## src/rtl/bar_graph_meter.sv

```systemverilog
// ---------------------------------------------------------------------------
// bar_graph_meter
//
// Multi-channel LED bar-graph meter. Every channel turns an unsigned sample
// into a segment level using the MSB-position rule: segment i is lit when
// (data >> (i+LSB)) != 0. A new level takes effect at once (instant attack),
// then falls by one segment per decay tick. An optional held peak dot marks
// the recent maximum. The display is drawn as a filled bar (mode=0) or as a
// single dot at the level (mode=1).
//
// Build option:
//   BAR_PEAK_HOLD_EN  when defined, adds the peak registers, hold counters and
//                     the peak marker. When undefined, the display shows the
//                     level only and HOLD_TICKS has no effect.
//
// Ports:
//   clk   in   1                  system clock
//   rst   in   1                  synchronous, active-high reset
//   en    in   CHANNELS           per-channel sample strobe
//   data  in   CHANNELS*IN_WIDTH  channel c at [c*IN_WIDTH +: IN_WIDTH]
//   mode  in   1                  0 = bar (fill), 1 = dot
//   bar   out  CHANNELS*SEGMENTS  channel c at [c*SEGMENTS +: SEGMENTS],
//                                 bit 0 = bottom LED (registered)
// ---------------------------------------------------------------------------
module bar_graph_meter #(
  parameter int CHANNELS   = 2,
  parameter int IN_WIDTH   = 8,
  parameter int SEGMENTS   = 8,
  parameter int LSB        = 0,
  parameter int DECAY_DIV  = 1024,
  parameter int HOLD_TICKS = 16
) (
  input  logic                         clk,
  input  logic                         rst,
  input  logic [CHANNELS-1:0]          en,
  input  logic [CHANNELS*IN_WIDTH-1:0] data,
  input  logic                         mode,
  output logic [CHANNELS*SEGMENTS-1:0] bar
);

  // Level/peak range is 0..SEGMENTS inclusive.
  localparam int LW = $clog2(SEGMENTS + 1);
  // DECAY_DIV=1 would give a zero-width counter; keep one bit that stays 0.
  localparam int CW = (DECAY_DIV > 1) ? $clog2(DECAY_DIV) : 1;

  if (DECAY_DIV < 1 || HOLD_TICKS < 0) begin : g_param_check
    $error("bar_graph_meter: DECAY_DIV must be >= 1 and HOLD_TICKS >= 0");
  end

  // -------------------------------------------------------------------------
  // Shared decay prescaler
  // -------------------------------------------------------------------------
  logic [CW-1:0] cnt_q, cnt_d;
  logic          tick;

  always_comb begin
    tick  = (cnt_q == CW'(DECAY_DIV - 1));
    cnt_d = tick ? '0 : cnt_q + CW'(1);
  end

  // -------------------------------------------------------------------------
  // Sample-to-level conversion
  // -------------------------------------------------------------------------
  logic [LW-1:0] new_lvl [CHANNELS];

  // Counting every segment whose shifted word is nonzero gives the
  // MSB-position level directly. Segments mapped beyond the input width can
  // never count, so they never light from the level.
  always_comb begin
    for (int c = 0; c < CHANNELS; c++) begin
      new_lvl[c] = '0;
      for (int i = 0; i < SEGMENTS; i++) begin
        if ((i + LSB < IN_WIDTH) &&
            ((data[c*IN_WIDTH +: IN_WIDTH] >> (i + LSB)) != '0)) begin
          new_lvl[c] = new_lvl[c] + LW'(1);
        end
      end
    end
  end

  // -------------------------------------------------------------------------
  // Level: instant attack, one-segment decay per tick
  // -------------------------------------------------------------------------
  logic [LW-1:0] lvl_q [CHANNELS];
  logic [LW-1:0] lvl_d [CHANNELS];

  always_comb begin
    for (int c = 0; c < CHANNELS; c++) begin
      logic [LW-1:0] base;
      // On a tick the decayed value competes with the new sample, so a weak
      // strobe on a tick edge cannot stop the bar from falling.
      if (tick) begin
        base = (lvl_q[c] == '0) ? '0 : lvl_q[c] - LW'(1);
      end else begin
        base = lvl_q[c];
      end
      if (en[c] && (new_lvl[c] > base)) begin
        lvl_d[c] = new_lvl[c];
      end else begin
        lvl_d[c] = base;
      end
    end
  end

`ifdef BAR_PEAK_HOLD_EN
  // -------------------------------------------------------------------------
  // Peak hold: compared against the next level so pk >= lvl always holds
  // -------------------------------------------------------------------------
  localparam int HW = (HOLD_TICKS > 0) ? $clog2(HOLD_TICKS + 1) : 1;

  logic [LW-1:0] pk_q   [CHANNELS];
  logic [LW-1:0] pk_d   [CHANNELS];
  logic [HW-1:0] hold_q [CHANNELS];
  logic [HW-1:0] hold_d [CHANNELS];

  always_comb begin
    for (int c = 0; c < CHANNELS; c++) begin
      logic [LW-1:0] pk_dec;
      pk_dec    = (pk_q[c] == '0) ? '0 : pk_q[c] - LW'(1);
      pk_d[c]   = pk_q[c];
      hold_d[c] = hold_q[c];
      if (lvl_d[c] > pk_q[c]) begin
        pk_d[c]   = lvl_d[c];
        hold_d[c] = HW'(HOLD_TICKS);
      end else if (tick) begin
        if (hold_q[c] != '0) begin
          hold_d[c] = hold_q[c] - HW'(1);
        end else begin
          // The dot falls with the bar but never below it.
          pk_d[c] = (pk_dec > lvl_d[c]) ? pk_dec : lvl_d[c];
        end
      end
    end
  end
`endif

  // -------------------------------------------------------------------------
  // Display rendering (registered)
  // -------------------------------------------------------------------------
  logic [CHANNELS*SEGMENTS-1:0] bar_q, bar_d;

  always_comb begin
    bar_d = '0;
    for (int c = 0; c < CHANNELS; c++) begin
      for (int i = 0; i < SEGMENTS; i++) begin
        logic lvl_bit;
        logic pk_bit;
        if (mode) begin
          lvl_bit = (lvl_q[c] == LW'(i + 1));
        end else begin
          lvl_bit = (lvl_q[c] > LW'(i));
        end
`ifdef BAR_PEAK_HOLD_EN
        pk_bit = (pk_q[c] == LW'(i + 1));
`else
        pk_bit = 1'b0;
`endif
        bar_d[c*SEGMENTS + i] = lvl_bit | pk_bit;
      end
    end
  end

  // -------------------------------------------------------------------------
  // State registers
  // -------------------------------------------------------------------------
  always_ff @(posedge clk) begin
    if (rst) begin
      cnt_q <= '0;
      bar_q <= '0;
      for (int c = 0; c < CHANNELS; c++) begin
        lvl_q[c] <= '0;
      end
    end else begin
      cnt_q <= cnt_d;
      bar_q <= bar_d;
      for (int c = 0; c < CHANNELS; c++) begin
        lvl_q[c] <= lvl_d[c];
      end
    end
  end

`ifdef BAR_PEAK_HOLD_EN
  always_ff @(posedge clk) begin
    if (rst) begin
      for (int c = 0; c < CHANNELS; c++) begin
        pk_q[c]   <= '0;
        hold_q[c] <= '0;
      end
    end else begin
      for (int c = 0; c < CHANNELS; c++) begin
        pk_q[c]   <= pk_d[c];
        hold_q[c] <= hold_d[c];
      end
    end
  end
`endif

  assign bar = bar_q;

endmodule
```

## config.mk

```make
export PLATFORM = sky130hd
export DESIGN_NAME = bar_graph_meter
export DESIGN_NICKNAME = d
export VERILOG_FILES = /design/src/rtl/bar_graph_meter.sv
export SDC_FILE = /design/constraint.sdc
export NUM_CORES = 1
export LEC_CHECK = 0
export ABC_AREA = 1
export CORE_ASPECT_RATIO = 1.75
export CORE_UTILIZATION = 47
export CTS_BUF_LIST = sky130_fd_sc_hd__clkbuf_4 sky130_fd_sc_hd__clkbuf_8
export CTS_CLUSTER_SIZE = 10
export DETAILED_ROUTE_END_ITERATION = 10
export PLACE_DENSITY = 0.77
export REMOVE_ABC_BUFFERS = 1
export SYNTH_ARGS = -nofsm -noshare
export SYNTH_HDL_FRONTEND = slang
export SYNTH_SLANG_ARGS = --single-unit
```

## constraint.sdc

```tcl
create_clock -name clk -period 9.82 [get_ports clk]
set_input_delay 2.455 -clock clk [delete_from_list [all_inputs] [get_ports clk]]
set_output_delay 2.455 -clock clk [all_outputs]
set_load 0.05 [all_outputs]
```

# After elaboration in Yosys (flattened, before gate mapping)
# Memories as Yosys holds them, arrays and structs flattened.
# Cells that the tools add are included.
# classes
eq_ne	17
muxes	43
add_sub_neg	17
bitwise	2
magnitude_cmp	18
n_reduce_logical	19
# op_table
op	count
$reduce_bool A8 Y1	14
$mux W4	22
$add A4 B1 Y4 const B	13
$eq A4 B3 Y1 const B	8
$gt A4 B3 Y1 const B	8
$mux W1	21
$eq A4 B2 Y1 const B	4
$gt A4 B1 Y1 const B	4
$gt A4 B2 Y1 const B	4
$add A10 B1 Y10 const B	1
$eq A10 B10 Y1 const B	1
$eq A4 B1 Y1 const B	2
$eq A4 B4 Y1 const B	2
$gt A4 B4 Y1	2
$logic_not A4 Y1	2
$sub A4 B1 Y4 const B	2
$add A1 B1 Y2 const B	1
$logic_and A1 B1 Y1	2
$or A1 B1 Y1	2
$reduce_or A2 Y1	1
# totals
elab_cells	119
output_inout_bits	16
ramBits	8
reg_bits	26
mem_count	1
# memory_table
name	words	word_bits	read_ports	rd_clocked_by_memory_dff	write_ports	line	source
lvl_q	2	4	2	0	2	84	logic [LW-1:0] lvl_q [CHANNELS];

# Longest topological paths before layout
# Gate-level depths: netlist of the first run.
# logic_depth
word_depth	20
depth_mapped	40

# Worst setup path after synthesis of the first run
# Ideal clock, no wire load.
# synth_timing
path_kind	input-to-reg
startpoint	input port data[14]
endpoint	memory lvl_q[0][6] (netlist name)
arrival_time_ns	7.381
path_stages	37
required_time_ns	9.764
setup_ns	0.056
path_slack_ns	2.382
path_buffers	0
path_cell_list	nor2_4 > nand3_2 > nor2_1 > inv_1 > nor2_1 > ha_1 > inv_1 > nand4_1 > nand2_2 > inv_1 > ha_1 > nand2_1 > nand2_1 > ha_1 > or2_2 > nand2_1 > inv_1 > ha_1 > or2_2 > nand2_1 > inv_1 > ha_1 > nand2_1 > nand2_1 > ha_1 > nand2_1 > xor2_2 > ha_1 > nand2_1 > inv_1 > nand2_1 > o211ai_1 > nand3_1 > inv_1 > o21ai_0 > o21bai_1 > inv_1
# synth_rtl
element	line	source
start, declared	36	input logic [CHANNELS*IN_WIDTH-1:0] data,
end, declared	84	

==> flow_summary.json, run 1 <==
{
  "synth-edff-count": 0,
  "cts_sinks": 34,
  "crit_required_ns": 10.05,
  "grt.met1_usage_pct": 16.25,
  "min_period_ns": 8.299,
  "cts-buffers-inserted": 5,
  "synth_top_area_share_pct": 22.59,
  "finalCritPeriodShare_pct": 84.51,
  "routed_wl_um": 6087,
  "route.detailed.drc": 0,
  "mostFrequentLayoutCells": "113 x nand2_1, 80 x inv_1, 41 x nor2_1, 36 x clkdlybuf4s50_1, 34 x dfxtp_1",
  "clock.fmax_mhz": 120.5,
  "final_common_cell": "nand2_1",
  "insertion_delay_ns": 0.28,
  "grt_pass1_wl_um": 10860,
  "cts_root_buf": "clkbuf_8",
  "critical_path_class": "in2reg",
  "firstDrtPassIters": 4,
  "post-dp-hpwl_um": 5155,
  "cts_buffer_depth": 2,
  "status": "finished, final reports clean",
  "vdd_drop_max_mv": 0.07295,
  "hold_path.class": "reg2reg",
  "final.setup.tns_ns": 0,
  "cts_resized": 0,
  "drive_above_1_share_pct": 12.72,
  "io_pins": 37,
  "critPathMaxFanout": 8,
  "grt_max_degree": 17,
  "ys_ff_latch": 34,
  "setup.worst_path.end_class": "flop",
  "io_buffers": 36,
  "vias_per_cell": 5.110,
  "finalSetupViolations": 0,
  "relSlewSlack_pct": 66.51,
  "instances_no_fill": 583,
  "fill_cells": 595,
  "tightest_slew_ns": 0.5009,
  "grt_use_met2_pct": 42.16,
  "max_cap_violations": 0,
  "synth.distinct_cells": 39,
  "hold_viol": 0,
  "coreArea_um2": 6181,
  "p_per_area_nw_per_um2": 176.2,
  "cts.clk_slew.worst_paths_ns": 0.06,
  "cpMostUsedCell": "nand2_1",
  "first_iter_violations": 131,
  "num_rows": 38,
  "multi_input_area_um2": 1992,
  "vias": 2979,
  "syn-cell-area_um2": 3013,
  "p_leak_nw": 1.725,
  "synth_cells": 465,
  "grt_pass1_vias": 2867,
  "cp-start-kind": "input port",
  "yosysSeqAreaShare_pct": 22.59,
  "die_x_um": 62.53,
  "h-tree-depth": 2,
  "gp_congestion": 0.9080,
  "rsz0062_at_grt": "no",
  "dp.cells": 576,
  "synth_ff_type": "dfxtp_1",
  "antenna_found_initial": 0,
  "met3_usage_pct": 2.119,
  "arrival_ns": 8.53,
  "grtUsageTotal_pct": 19.50,
  "start_util_pct": 48.74,
  "regArea_um2": 680.7,
  "critPathMaxStageDelay_ns": 0.54,
  "synth_top_cell_by_area": "dfxtp_1",
  "clock_skew_ns": 0.007032,
  "ys_top_cells_by_area": "dfxtp_1 23%, nand2_1 14%, inv_1 10%",
  "nNetsFinal": 547,
  "postCtsSetupBuffers": 0,
  "die_h_um": 107.9,
  "grt-busiest-layer": "met2",
  "grt-ovfl-total": 0,
  "yosys_warnings": 0,
  "ctsHoldBuffers": 0,
  "n_antenna_cell": 0,
  "syn_to_final_growth_pct": 17.44,
  "cts_tree": "yes",
  "die_area_um2": 6747,
  "final_antenna_net_count": 0,
  "slew_violations": 0,
  "syn_area_per_cell_um2": 6.479,
  "async_reset_ff_share_pct": 0,
  "wire_per_inst_um": 10.44,
  "cp_slowest_cell": "clkdlybuf4s50_1"
}
through the flow:
| stage | total power [mW] | setup WS, ns | util, % | hold slack, ns | area, um^2 |
|---|---|---|---|---|---|
| finish | 0.6233 | 1.521 | 57.25 | 0.4736 | 3538 |
| global placement | 0.5181 | 1.543 | 55.89 | 0.4304 | 3455 |
| detailed placement | 0.5281 | 1.278 | 55.89 | 0.4730 | 3455 |
| floorplan | 0.4377 | 2.370 | - | 0.4175 | 2994 |
| CTS | 0.6267 | 1.541 | 57.25 | 0.4810 | 3538 |
| global route | 0.6787 | 1.052 | 57.25 | 0.5016 | 3538 |
layer usage:
metal	routed length, um	vias to the layer above
met3	165	15
met2	3549	61
met5	0	-
li1	-	1566
met1	2214	1337
met4	157	0
logic make-up after synthesis:
logic type,share of synthesized area [%]
simple gates,45.27
fa+ha+maj,9.552
xor+xnor,1.661
compound gates,9.635
flops,22.59
buf+inv,11.30
worst paths after layout:
path	from	to	slack [ns]	depth (start not counted)
hold reg to reg	cnt_q[0]$_SDFF_PP0_	cnt_q[0]$_SDFF_PP0_	0.47	1
setup reg to reg	cnt_q[0]$_SDFF_PP0_	lvl_q[0][3]$_SDFF_PP0_	6.74	21
setup / recovery	data[15]	lvl_q[0][6]$_SDFF_PP0_	1.52	38
hold / removal	cnt_q[0]$_SDFF_PP0_	cnt_q[0]$_SDFF_PP0_	0.47	1
cell usage after synthesis (3+ instances only):
| cell type | instances |
|---|---|
| nand2_1 | 113 |
| inv_1 | 80 |
| nor2_1 | 41 |
| dfxtp_1 | 34 |
| nand3_1 | 33 |
| ha_1 | 23 |
| a21oi_1 | 19 |
| nand2_2 | 18 |
| o21ai_0 | 12 |
| nand3_2 | 10 |
| nor3_1 | 10 |
| nand4_1 | 7 |
| clkbuf_1 | 5 |
| nor2_4 | 5 |
| inv_2 | 4 |
| nand2_4 | 4 |
| o21ai_1 | 4 |
| a31oi_1 | 3 |
| nor2_2 | 3 |
| nor3b_1 | 3 |
| nor4_1 | 3 |
| o211ai_1 | 3 |
| o22ai_1 | 3 |
| or2_2 | 3 |
where the power goes:
part           total (mW)  switching (mW)  internal [mW]
sequential          0.199          0.0275          0.171
clock              0.0969          0.0427         0.0542
combinational       0.328           0.213          0.115
registers in the layout, indices dropped and copies added, names as in the netlist:
register	count
bar	16
cnt_q	10
lvl_q	8
layout make-up:
type	count	share of cell area, %
clock buffers	7	2.369
inverters	85	9.088
multi-input cells	341	56.29
flip-flops and latches	34	19.24
well taps	80	2.829
repair buffers	36	10.18
critical path: cells and delay by family:
family | cells | cell delay [ns]
AO/OA/AOI/OAI | 3 | 0.44
XOR/XNOR | 1 | 0.20
adder cells (fa/ha/maj) | 7 | 1.83
buffers and inverters | 9 | 1.14
AND/OR/NAND/NOR | 18 | 2.46
(Power assumes the default switching activity.)
==> run 2, diff against run 1 <==
==> constraint.sdc (replaced) <==
create_clock -name clk -period 7.94 [get_ports clk]
set_input_delay 1.985 -clock clk [delete_from_list [all_inputs] [get_ports clk]]
set_output_delay 1.985 -clock clk [all_outputs]
set_load 0.05 [all_outputs]
==> run 2 against run 1 <==
Effect of this change:
- first-iteration DRC count fell by 43%
- sequential cell count did not move
- critical path depth did not move
- non-clock buffer count rose by 4
- clock power rose by 50%
- clock-buffer cell count rose by 1
- worst setup slack got worse by 1.0 ns
- highest routed layer unchanged
==> flow_summary.json, run 2 (same netlist as run 1, synthesis figures left out) <==
{
  "finalSetupViolations": 0,
  "num_rows": 38,
  "p_seq_share_pct": 30.8,
  "min_period_ns": 7.425,
  "instances_no_fill": 588,
  "largest_register_ffs": 16,
  "critPathMaxFanout": 5,
  "setup.worst_path.end_class": "flop",
  "final_antenna_net_count": 0,
  "cts_buffer_depth": 2,
  "wire_per_inst_um": 10.47,
  "h-tree-depth": 2,
  "grt_pass1_vias": 2910,
  "fin_ws_ns": 0.5146,
  "final_common_cell": "nand2_1",
  "io_buffers": 36,
  "clock.fmax_mhz": 134.7,
  "ctsHoldBuffers": 0,
  "dp_slack_ns": -0.06402,
  "die_x_um": 62.53,
  "insertion_delay_ns": 0.29,
  "antenna_found_initial": 0,
  "cpMostUsedCell": "nand2_1",
  "p_per_area_nw_per_um2": 220.8,
  "vdd_drop_max_mv": 0.08768,
  "arrival_ns": 7.66,
  "io_pins": 37,
  "n_antenna_cell": 0,
  "p_comb_share_pct": 51.1,
  "cts.clk_slew.worst_paths_ns": 0.07,
  "routed_wl_um": 6157,
  "die_h_um": 107.9,
  "nNetsFinal": 551,
  "hold_path.class": "reg2reg",
  "slew_violations": 0,
  "cts_root_buf": "clkbuf_8",
  "vias": 2998,
  "hold_viol": 0,
  "route.detailed.drc": 0,
  "p_leak_nw": 1.786,
  "coreArea_um2": 6181,
  "crit_required_ns": 8.18,
  "grt_max_degree": 17,
  "finalCritPeriodShare_pct": 93.52,
  "max_cap_violations": 0,
  "cts_sinks": 34,
  "critPathMaxStageDelay_ns": 0.44,
  "dp.cells": 577,
  "finalPower_uw": 800.8,
  "first_iter_violations": 75,
  "critical_path_class": "in2reg",
  "tightest_slew_ns": 0.4973,
  "fin_hold_ws_ns": 0.4645,
  "fill_cells": 608,
  "status": "finished, final reports clean",
  "swShare_pct": 44.55,
  "rsz0062_at_grt": "no",
  "syn_to_final_growth_pct": 20.39,
  "relSlewSlack_pct": 66.74,
  "post-dp-hpwl_um": 5220,
  "final.setup.tns_ns": 0,
  "power.switching_uw": 356.8,
  "cts-buffers-inserted": 5,
  "grt-ovfl-total": 0,
  "drive_above_1_share_pct": 14.57,
  "firstDrtPassIters": 4,
  "start_util_pct": 48.74,
  "grtUsageTotal_pct": 19.74,
  "mostFrequentLayoutCells": "113 x nand2_1, 79 x inv_1, 38 x nor2_1, 34 x dfxtp_1, 33 x clkdlybuf4s50_1",
  "grt_pass1_wl_um": 10780,
  "power_frac_clock_pct": 18.1,
  "cp_slowest_cell": "clkdlybuf4s50_1",
  "vias_per_cell": 5.099,
  "gp_congestion": 0.8864,
  "die_area_um2": 6747,
  "internal-power_uw": 444.0,
  "cp-start-kind": "input port",
  "cts_tree": "yes",
  "clock_skew_ns": 0.006978
}
-- run 2: path summary, 6_finish.rpt --
| kind | from | end | slack, ns | depth (start not counted) |
|---|---|---|---|---|
| worst max-delay path | data[12] | lvl_q[0][6]$_SDFF_PP0_ | 0.51 | 38 |
| worst min register to register | cnt_q[0]$_SDFF_PP0_ | cnt_q[0]$_SDFF_PP0_ | 0.46 | 1 |
| worst min-delay path | cnt_q[0]$_SDFF_PP0_ | cnt_q[0]$_SDFF_PP0_ | 0.46 | 1 |
| worst max register to register | cnt_q[0]$_SDFF_PP0_ | lvl_q[0][1]$_SDFF_PP0_ | 4.83 | 20 |
-- run 2: cell type report --
cell class | count | area (um^2) | share of cell area, %
Multi-Input combinational cell | 341 | 2017 | 55.61
Tap cell | 80 | 100.1 | 2.760
Inverter | 85 | 321.6 | 8.865
Timing Repair Buffer | 40 | 397.9 | 10.97
Clock buffer | 8 | 110.1 | 3.036
Sequential cell | 34 | 680.7 | 18.77
-- run 2: worst max-delay path: cells and delay by family --
kind / cells / cell delay [ns]
compound gates: 3 / 0.46
xor+xnor: 1 / 0.21
fa+ha+maj: 7 / 1.81
buf+inv: 9 / 0.98
simple gates: 18 / 2.21
-- run 2: layer usage --
layer,vias up,track usage [%],routed length (um)
met1,1349,15.78,2193
met5,-,0,0
met3,22,1.483,123
met4,0,14.29,276
li1,1564,-,-
met2,63,42.39,3564
-- run 2: power by group through the flow --
| stage | Sequential [mW] | Clock (mW) | Combinational, mW |
|---|---|---|---|
| finish | 0.247 | 0.145 | 0.409 |
| detailed placement | 0.249 | 0 | 0.405 |
| global route | 0.252 | 0.158 | 0.452 |
| global placement | 0.248 | 0 | 0.394 |
| floorplan | 0.321 | 0 | 0.220 |
| CTS | 0.245 | 0.150 | 0.405 |
-- run 2: repair_timing --
action / 4_1_cts / 5_1_grt
endpoints found under the setup margin: 0 / 6
setup buffers: 0 / 3
resized for setup: 0 / 10
-- run 2: per-stage QoR --
| step | area, um^2 | util, % |
|---|---|---|
| 2_1_floorplan | 2994 | - |
| 3_3_place_gp | 3462 | 56.01 |
| 3_5_place_dp | 3462 | 56.01 |
| 4_1_cts | 3572 | 57.79 |
| 5_1_grt | 3627 | 58.68 |
| 6_report | 3627 | 58.68 |
